[config.mk]
export PLATFORM = sky130hd
export DESIGN_NAME = vga_top_flat
export DESIGN_NICKNAME = d
export VERILOG_FILES = /design/src/rtl/vga_top_if.sv /design/src/rtl/vga_top.sv /design/src/flat_wrapper.sv
export SDC_FILE = /design/constraint.sdc
export NUM_CORES = 1
export LEC_CHECK = 0
export ABC_AREA = 1
export CAP_MARGIN = 10
export CORE_ASPECT_RATIO = 0.8
export CORE_UTILIZATION = 40
export DETAILED_ROUTE_END_ITERATION = 10
export PLACE_DENSITY = 0.54
export SYNTH_ARGS = -nofsm -noshare
export SYNTH_HDL_FRONTEND = slang
export SYNTH_SLANG_ARGS = --single-unit
[constraint.sdc]
create_clock -name clk -period 2.2 [get_ports clk]
set_clock_uncertainty 0.2 [all_clocks]
set_input_delay 0.33 -clock clk [delete_from_list [all_inputs] [get_ports clk]]
set_output_delay 0.33 -clock clk [all_outputs]
set_load 0.02 [all_outputs]
[src/rtl/vga_top_if.sv]
// -----------------------------------------------------------------------------
// vga_top_if : video output bundle of the VGA test-pattern source.
//
// Signals
//   rgb    [5:0]  pixel colour {R[1:0],G[1:0],B[1:0]}
//   hsync         horizontal sync
//   vsync         vertical sync
//
// Modports
//   master  : the pattern generator, which drives all three signals
//   slave   : a video consumer (DAC, bench), which reads them
// -----------------------------------------------------------------------------
interface vga_top_if;
  logic [5:0] rgb;
  logic       hsync;
  logic       vsync;

  modport master (output rgb, output hsync, output vsync);
  modport slave  (input  rgb, input  hsync, input  vsync);
endinterface

[src/rtl/vga_top.sv]
// -----------------------------------------------------------------------------
// vga_top : self-contained VGA test-pattern source (640x480 timing from a
// 24 MHz pixel clock). It draws eight vertical colour bars and generates the
// horizontal and vertical sync pulses.
//
// Ports
//   clk   in   pixel clock, rising edge
//   rst   in   asynchronous reset, active-high
//   vga   out  vga_top_if.master : rgb[5:0], hsync, vsync
//
// Optional build macro
//   VGA_BORDER_EN : when defined, active pixels on the first/last column and
//                   the first/last line are forced to white (6'h3F). Sync
//                   timing is the same with or without it.
//
// Outputs are registered. The pixel at counter position (h,v) appears on the
// clock edge that advances the counters past it, so rgb, hsync and vsync stay
// mutually aligned with a single cycle of latency.
// -----------------------------------------------------------------------------
module vga_top #(
  parameter int H_ACTIVE = 640,
  parameter int H_FP     = 16,
  parameter int H_SYNC   = 96,
  parameter int H_BP     = 48,
  parameter int V_ACTIVE = 480,
  parameter int V_FP     = 10,
  parameter int V_SYNC   = 2,
  parameter int V_BP     = 33,
  parameter bit SYNC_POL = 1'b0
) (
  input  logic     clk,
  input  logic     rst,
  vga_top_if.master vga
);

  localparam int H_TOTAL = H_ACTIVE + H_FP + H_SYNC + H_BP;
  localparam int V_TOTAL = V_ACTIVE + V_FP + V_SYNC + V_BP;
  localparam int HW      = $clog2(H_TOTAL);
  localparam int VW      = $clog2(V_TOTAL);
  localparam int BAR_W   = H_ACTIVE / 8;
  localparam int BW      = (BAR_W > 1) ? $clog2(BAR_W) : 1;

  localparam logic [HW-1:0] H_LAST   = HW'(H_TOTAL - 1);
  localparam logic [HW-1:0] H_ACT    = HW'(H_ACTIVE);
  localparam logic [HW-1:0] HS_START = HW'(H_ACTIVE + H_FP);
  localparam logic [HW-1:0] HS_END   = HW'(H_ACTIVE + H_FP + H_SYNC);
  localparam logic [VW-1:0] V_LAST   = VW'(V_TOTAL - 1);
  localparam logic [VW-1:0] V_ACT    = VW'(V_ACTIVE);
  localparam logic [VW-1:0] VS_START = VW'(V_ACTIVE + V_FP);
  localparam logic [VW-1:0] VS_END   = VW'(V_ACTIVE + V_FP + V_SYNC);
  localparam logic [BW-1:0] BAR_LAST = BW'(BAR_W - 1);

  // Each colour bit of the bar index is replicated across a 2-bit channel.
  function automatic logic [5:0] bar_colour(input logic [2:0] idx);
    return {{2{idx[2]}}, {2{idx[1]}}, {2{idx[0]}}};
  endfunction

  logic [HW-1:0] h_cnt_p0;
  logic [VW-1:0] v_cnt_p0;
  logic [BW-1:0] bar_px_p0;
  logic [2:0]    bar_idx_p0;

  logic [5:0]    rgb_p1;
  logic          hsync_p1;
  logic          vsync_p1;

  logic          line_end;
  logic          active;
  logic          hs_on;
  logic          vs_on;
  logic [5:0]    pix_rgb;

  assign line_end = (h_cnt_p0 == H_LAST);
  assign active   = (h_cnt_p0 < H_ACT) && (v_cnt_p0 < V_ACT);
  assign hs_on    = (h_cnt_p0 >= HS_START) && (h_cnt_p0 < HS_END);
  assign vs_on    = (v_cnt_p0 >= VS_START) && (v_cnt_p0 < VS_END);

  always_comb begin
    pix_rgb = 6'h00;
    if (active) begin
      pix_rgb = bar_colour(bar_idx_p0);
`ifdef VGA_BORDER_EN
      if ((h_cnt_p0 == '0) || (h_cnt_p0 == H_ACT - HW'(1)) ||
          (v_cnt_p0 == '0) || (v_cnt_p0 == V_ACT - VW'(1)))
        pix_rgb = 6'h3F;
`endif
    end
  end

  // Stage p0: raster position plus bar sub-counter. The bar index steps every
  // BAR_W pixels instead of dividing h; it runs on into the blanking interval
  // harmlessly and is cleared at every line wrap.
  always_ff @(posedge clk or posedge rst) begin
    if (rst) begin
      h_cnt_p0   <= '0;
      v_cnt_p0   <= '0;
      bar_px_p0  <= '0;
      bar_idx_p0 <= '0;
    end else begin
      if (line_end) begin
        h_cnt_p0   <= '0;
        bar_px_p0  <= '0;
        bar_idx_p0 <= '0;
        v_cnt_p0   <= (v_cnt_p0 == V_LAST) ? '0 : v_cnt_p0 + VW'(1);
      end else begin
        h_cnt_p0 <= h_cnt_p0 + HW'(1);
        if (bar_px_p0 == BAR_LAST) begin
          bar_px_p0  <= '0;
          bar_idx_p0 <= bar_idx_p0 + 3'd1;
        end else begin
          bar_px_p0 <= bar_px_p0 + BW'(1);
        end
      end
    end
  end

  // Stage p1: registered video outputs. They are held at blank/inactive under
  // reset because they leave the chip directly.
  always_ff @(posedge clk or posedge rst) begin
    if (rst) begin
      rgb_p1   <= 6'h00;
      hsync_p1 <= ~SYNC_POL;
      vsync_p1 <= ~SYNC_POL;
    end else begin
      rgb_p1   <= pix_rgb;
      hsync_p1 <= hs_on ? SYNC_POL : ~SYNC_POL;
      vsync_p1 <= vs_on ? SYNC_POL : ~SYNC_POL;
    end
  end

  assign vga.rgb   = rgb_p1;
  assign vga.hsync = hsync_p1;
  assign vga.vsync = vsync_p1;

endmodule

[src/flat_wrapper.sv]
// flat-port wrapper written by rule: the top's interface ports become plain ports
module vga_top_flat 
#(
  parameter int H_ACTIVE = 640,
  parameter int H_FP     = 16,
  parameter int H_SYNC   = 96,
  parameter int H_BP     = 48,
  parameter int V_ACTIVE = 480,
  parameter int V_FP     = 10,
  parameter int V_SYNC   = 2,
  parameter int V_BP     = 33,
  parameter bit SYNC_POL = 1'b0
)
  (clk, rst, vga_rgb, vga_hsync, vga_vsync);
  vga_top_if vga_i ();
  input  logic clk;
  input  logic rst;
  output wire logic [$bits(vga_i.rgb)-1:0] vga_rgb;
  output wire logic [$bits(vga_i.hsync)-1:0] vga_hsync;
  output wire logic [$bits(vga_i.vsync)-1:0] vga_vsync;
  assign vga_rgb = vga_i.rgb;
  assign vga_hsync = vga_i.hsync;
  assign vga_vsync = vga_i.vsync;
  vga_top #(.H_ACTIVE(H_ACTIVE), .H_FP(H_FP), .H_SYNC(H_SYNC), .H_BP(H_BP), .V_ACTIVE(V_ACTIVE), .V_FP(V_FP), .V_SYNC(V_SYNC), .V_BP(V_BP), .SYNC_POL(SYNC_POL)) u_core (.clk(clk), .rst(rst), .vga(vga_i));
endmodule
* Word-level counts from Yosys, hierarchy flattened *
Index checks and enable logic that the tools add are counted.

word-level totals
  output and inout port bits = 8
  flip-flop bits (word level) = 38
  input port bits = 2

operators by class
  reduce and logical (&&, ||, !) cells = 4
  $lt $le $gt $ge = 6
  equality and inequality tests = 3
  add/sub/neg operators = 4
  multiplexer cells = 9

operator list
  cell                                                  count
  adder 10 x 1 -> 10 bit, second input constant         2
  == test 10 bit, second input constant                 2
  < comparator 10 bit, second input constant            2
  < comparator 10 x 9 -> 1 bit, second input constant   2
  2-to-1 mux 10 bit                                     2
  2-to-1 mux 7 bit                                      2
  >= comparator 10 bit, second input constant           1
  >= comparator 10 x 9 -> 1 bit, second input constant  1
  adder 7 x 1 -> 7 bit, second input constant           1
  == test 7 bit, second input constant                  1
  2-to-1 mux 3 bit                                      2
  2-to-1 mux 6 bit                                      1
  adder 3 x 1 -> 3 bit, second input constant           1
  logical AND 1 bit                                     3
  2-to-1 mux 1 bit                                      2
  nonzero test 2 bit                                    1

* Logic depth before layout (Yosys ltp) *
  word-level depth = 3
  depth in mapped cells = 8

* Worst setup path before layout *
No wires, ideal clock.

  path kind = register to register
  start = register u_core.h_cnt_p0[0]
  end = register u_core.bar_idx_p0[2]
  clock period less this slack = 1.517 ns
  slack = 0.683 ns
  stages on the path, launching flop included = 8
  data arrival time = 1.196 ns
  setup time = 0.121 ns
  buffers on the path = 1
  data required time = 1.879 ns
  path through = dfrtp_1 -> ha_1 -> nand2_2 -> nor2_4 -> nand4_2 -> buf_2 -> nand3_1 -> o21ai_1

between the ends
  word-level cells in the longest chain between the ends = 2
  elaborated cells between the ends (all ways) = 3

ends and longest elaborated chain
  item                                                           RTL line        source
  start: declaration                                             vga_top.sv:58   logic [HW-1:0] h_cnt_p0;
  start signal: assignment                                       vga_top.sv:106  h_cnt_p0 <= h_cnt_p0 + HW'(1);
  == test 10 bit (*)                                             vga_top.sv:73   assign line_end = (h_cnt_p0 == H_LAST);
  2-to-1 mux 3 bit / nonzero test 2 bit (equally long branches)  -
  end signal: assignment                                         vga_top.sv:109  bar_idx_p0 <= bar_idx_p0 + 3'd1;
  end: declaration                                               vga_top.sv:61   logic [2:0] bar_idx_p0;

Every way passes the cells marked *; elsewhere a longest branch is shown, timed or not.
A chain may end at the register's enable or synchronous reset.

* Final worst setup path *
  start = register u_core.vsync_p1, in the netlist u_core.vga.vsync
  end = output port vga_vsync

RTL lines
  item                      RTL line            source
  start: declaration        vga_top.sv:65       logic vsync_p1;
  start signal: assignment  vga_top.sv:123      vsync_p1 <= ~SYNC_POL;
  start signal: assignment  vga_top.sv:127      vsync_p1 <= vs_on ? SYNC_POL : ~SYNC_POL;
  end: declaration          flat_wrapper.sv:20  output wire logic [$bits(vga_i.vsync)-1:0] vga_vsync;

No word-level cell between the ends.

==> results.json <==
{
  "cap_violations": 0,
  "ys_top_cells_by_count": "39 x nand2_1, 33 x dfrtp_1, 33 x inv_1, 25 x nor2_1, 15 x nand3_1",
  "firstDrtPassIters": 4,
  "syn_nets": 223,
  "cts_max_level": 2,
  "setup_viol": 0,
  "crit_start": "u_core.vga.vsync",
  "hpwl_um": 2458,
  "worstSetupEndpoint": "vga_vsync",
  "antenna_found_initial": 0,
  "start_util_pct": 42.45,
  "status": "complete, no violations",
  "crit_type": "register to output port",
  "path_clk_slew_ns": 0.07,
  "timing.rr.end": "u_core.bar_idx_p0[2]",
  "r2r-start": "u_core.h_cnt_p0[0]",
  "crit_buf_inv": 1,
  "clkLatencyLatePin_ns": 0.28,
  "path_delay_family": "buffers and inverters",
  "yosysTopAreaCellShare_pct": 45.42,
  "post_cts_resized": 0,
  "max_slew_margin_pct": 66.88,
  "io_pins": 10,
  "core-area_um2": 4283,
  "end_kind": "output port",
  "path_cells": "clkdlybuf4s50_1",
  "drive_above_1_share_pct": 9.170,
  "synth.cell_area_um2": 1818,
  "nNetsFinal": 236,
  "synth-edff-count": 0,
  "antenna_left": 0,
  "fin_crit_sh_pct": 87.51,
  "gp_congestion": 0.7879,
  "areaGrowthSynthToFinish_pct": 11.84,
  "crit_fanout": 1,
  "hp-class": "input port to asynchronous set/reset pin",
  "synth_area_leaders": "dfrtp_1 45%, nand2_1 8.1%, inv_1 6.8%",
  "vias_per_cell": 4.867,
  "grt_pass1_vias": 1356,
  "clock_path_buffers": 2,
  "period_needed_ns": 1.925,
  "crit_cells": 1,
  "setup_tns_ns": 0,
  "p_per_area_nw_per_um2": 540.7,
  "port_buffers": 9,
  "worst_pin_slew_ns": 0.4916,
  "post-place-ws_ns": 0.4514,
  "die_w_um": 77.38,
  "cpPeakStageDelay_ns": 0.59,
  "synthMostInstantiatedCell": "nand2_1",
  "synth-seq-area-share_pct": 48.31,
  "clkSinkCount": 35,
  "cts-root-buf": "clkbuf_8",
  "wl_per_cell_um": 11.63,
  "avgSynthCellArea_um2": 8.456,
  "cts_tree": "built",
  "grt_start_max_net_pins": 36,
  "rsz0062_at_grt": "false",
  "finalHoldViolations": 0,
  "required_ns": 1.67,
  "syn_inst": 215,
  "dp_cells": 278,
  "rrSetupSlack_ns": 0.44,
  "dr_total_vias": 1392,
  "drt_iter0_markers": 49,
  "cts_buffers": 5,
  "finalNonFillerCells": 286,
  "cts_setup_buffers": 0,
  "routed_wl_um": 3326,
  "dieArea_um2": 4820,
  "async_flop_share_pct": 100.0,
  "ys_types": 28,
  "synth-seq-cells": 35,
  "cpMaxStageDelayCell": "clkdlybuf4s50_1",
  "overflow": 0,
  "cts_hold_buffers": 0,
  "cellLeakagePower_uw": 0.0009975,
  "drcViolationCount": 0,
  "cp.arrival_ns": 1.40,
  "track_usage_pct": 16.05,
  "rr_worst_depth": 7,
  "die_h_um": 62.30,
  "dominantRegCellSynth": "dfrtp_1",
  "synth_warnings": 0,
  "layout_setup_ws_ns": 0.2747,
  "fmax_ghz": 0.5194,
  "grt_pass1_wl_um": 5982,
  "slew_violations": 0,
  "irDropWorstVdd_mv": 0.3742,
  "startpoint_type": "register",
  "synth_top_area_cell": "dfrtp_1",
  "rows": 21,
  "insertedDiodeCount": 0
}
[where the power goes]
part           switching [uW]  internal, uW  leakage, uW
Clock                     219           222    0.0000422
Combinational            12.4          2.84     0.000502
Sequential                  0           644     0.000453
Total                     231           868     0.000997
[placed cells by master (no fill, tap or decap), types with 5 or more instances in the layout]
master	Yosys	layout
dfrtp_1	33	33
inv_1	33	33
xor2_1	7	7
ha_1	6	6
nor2_1	25	25
nand4_1	6	6
nor3_1	12	12
clkbuf_8	0	5
clkdlybuf4s50_1	0	9
o21ai_0	9	9
a21oi_1	5	5
nand2_1	39	39
nand3_1	15	15
[tightest hold or removal path, stage by stage]
cell             delay (ns)
clkdlybuf4s50_1        0.39
inv_1                  0.05
buf_4                  0.38
[sequential cells by signal (all words and copies together), names as in the netlist]
register           count
u_core.bar_idx_p0      3
u_core.bar_px_p0       7
u_core.vga.hsync       1
u_core.vga.vsync       1
u_core.h_cnt_p0       10
u_core.vga.rgb         3
u_core.v_cnt_p0       10
[cells by family after synthesis]
family	after synthesis	synth area share [%]
simple gates	107	28.22
flops	35	48.31
compound gates	17	4.955
buf+inv	40	9.566
xor+xnor	10	4.818
fa+ha+maj	6	4.129
[routing by layer]
metal / vias up / share of wire, % / track usage [%]
met5: - / 0 / 0
li1: 701 / - / -
met1: 660 / 49 / 20.24
met4: 0 / 1.3 / 7.075
met3: 5 / 4.4 / 3.971
met2: 26 / 46 / 26.00
[layout make-up]
type / count / area, um2
tap: 57 / 71.32
clock buffer: 7 / 76.32
fill: 400 / 2250
clock inverter: 1 / 5.005
sequential: 35 / 878.3
multi-input combinational: 140 / 765.7
timing repair buffer: 11 / 105.1
inverter: 35 / 131.4
[through the flow]
stage                     hold slack (ns)  total power [uW]  area, um2  utilization (%)
final                              0.2440              1099       2033            47.47
after global routing               0.2773              1157       2033            47.47
after CTS                          0.2530              1122       2033            47.47
after detailed placement           0.2643             672.4       1952            45.57
after global placement             0.2481             671.8       1952            45.57
after floorplan                    0.2329             665.0       1818                -
[how the worst min path moves through the flow]
| stage | slack [ns] | start | cells after the start | to |
|---|---|---|---|---|
| finish | 0.24 | rst | 3 | u_core.v_cnt_p0[6] |
| global route | 0.28 | rst | 3 | u_core.h_cnt_p0[1] |
| CTS | 0.25 | rst | 3 | u_core.v_cnt_p0[6] |
| detailed placement | 0.26 | u_core.bar_px_p0[0] | 1 | u_core.bar_px_p0[0] |
| global placement | 0.25 | u_core.bar_px_p0[0] | 1 | u_core.bar_px_p0[0] |
| floorplan | 0.23 | u_core.bar_px_p0[0] | 1 | u_core.bar_px_p0[0] |
(Power assumes the default switching activity.)
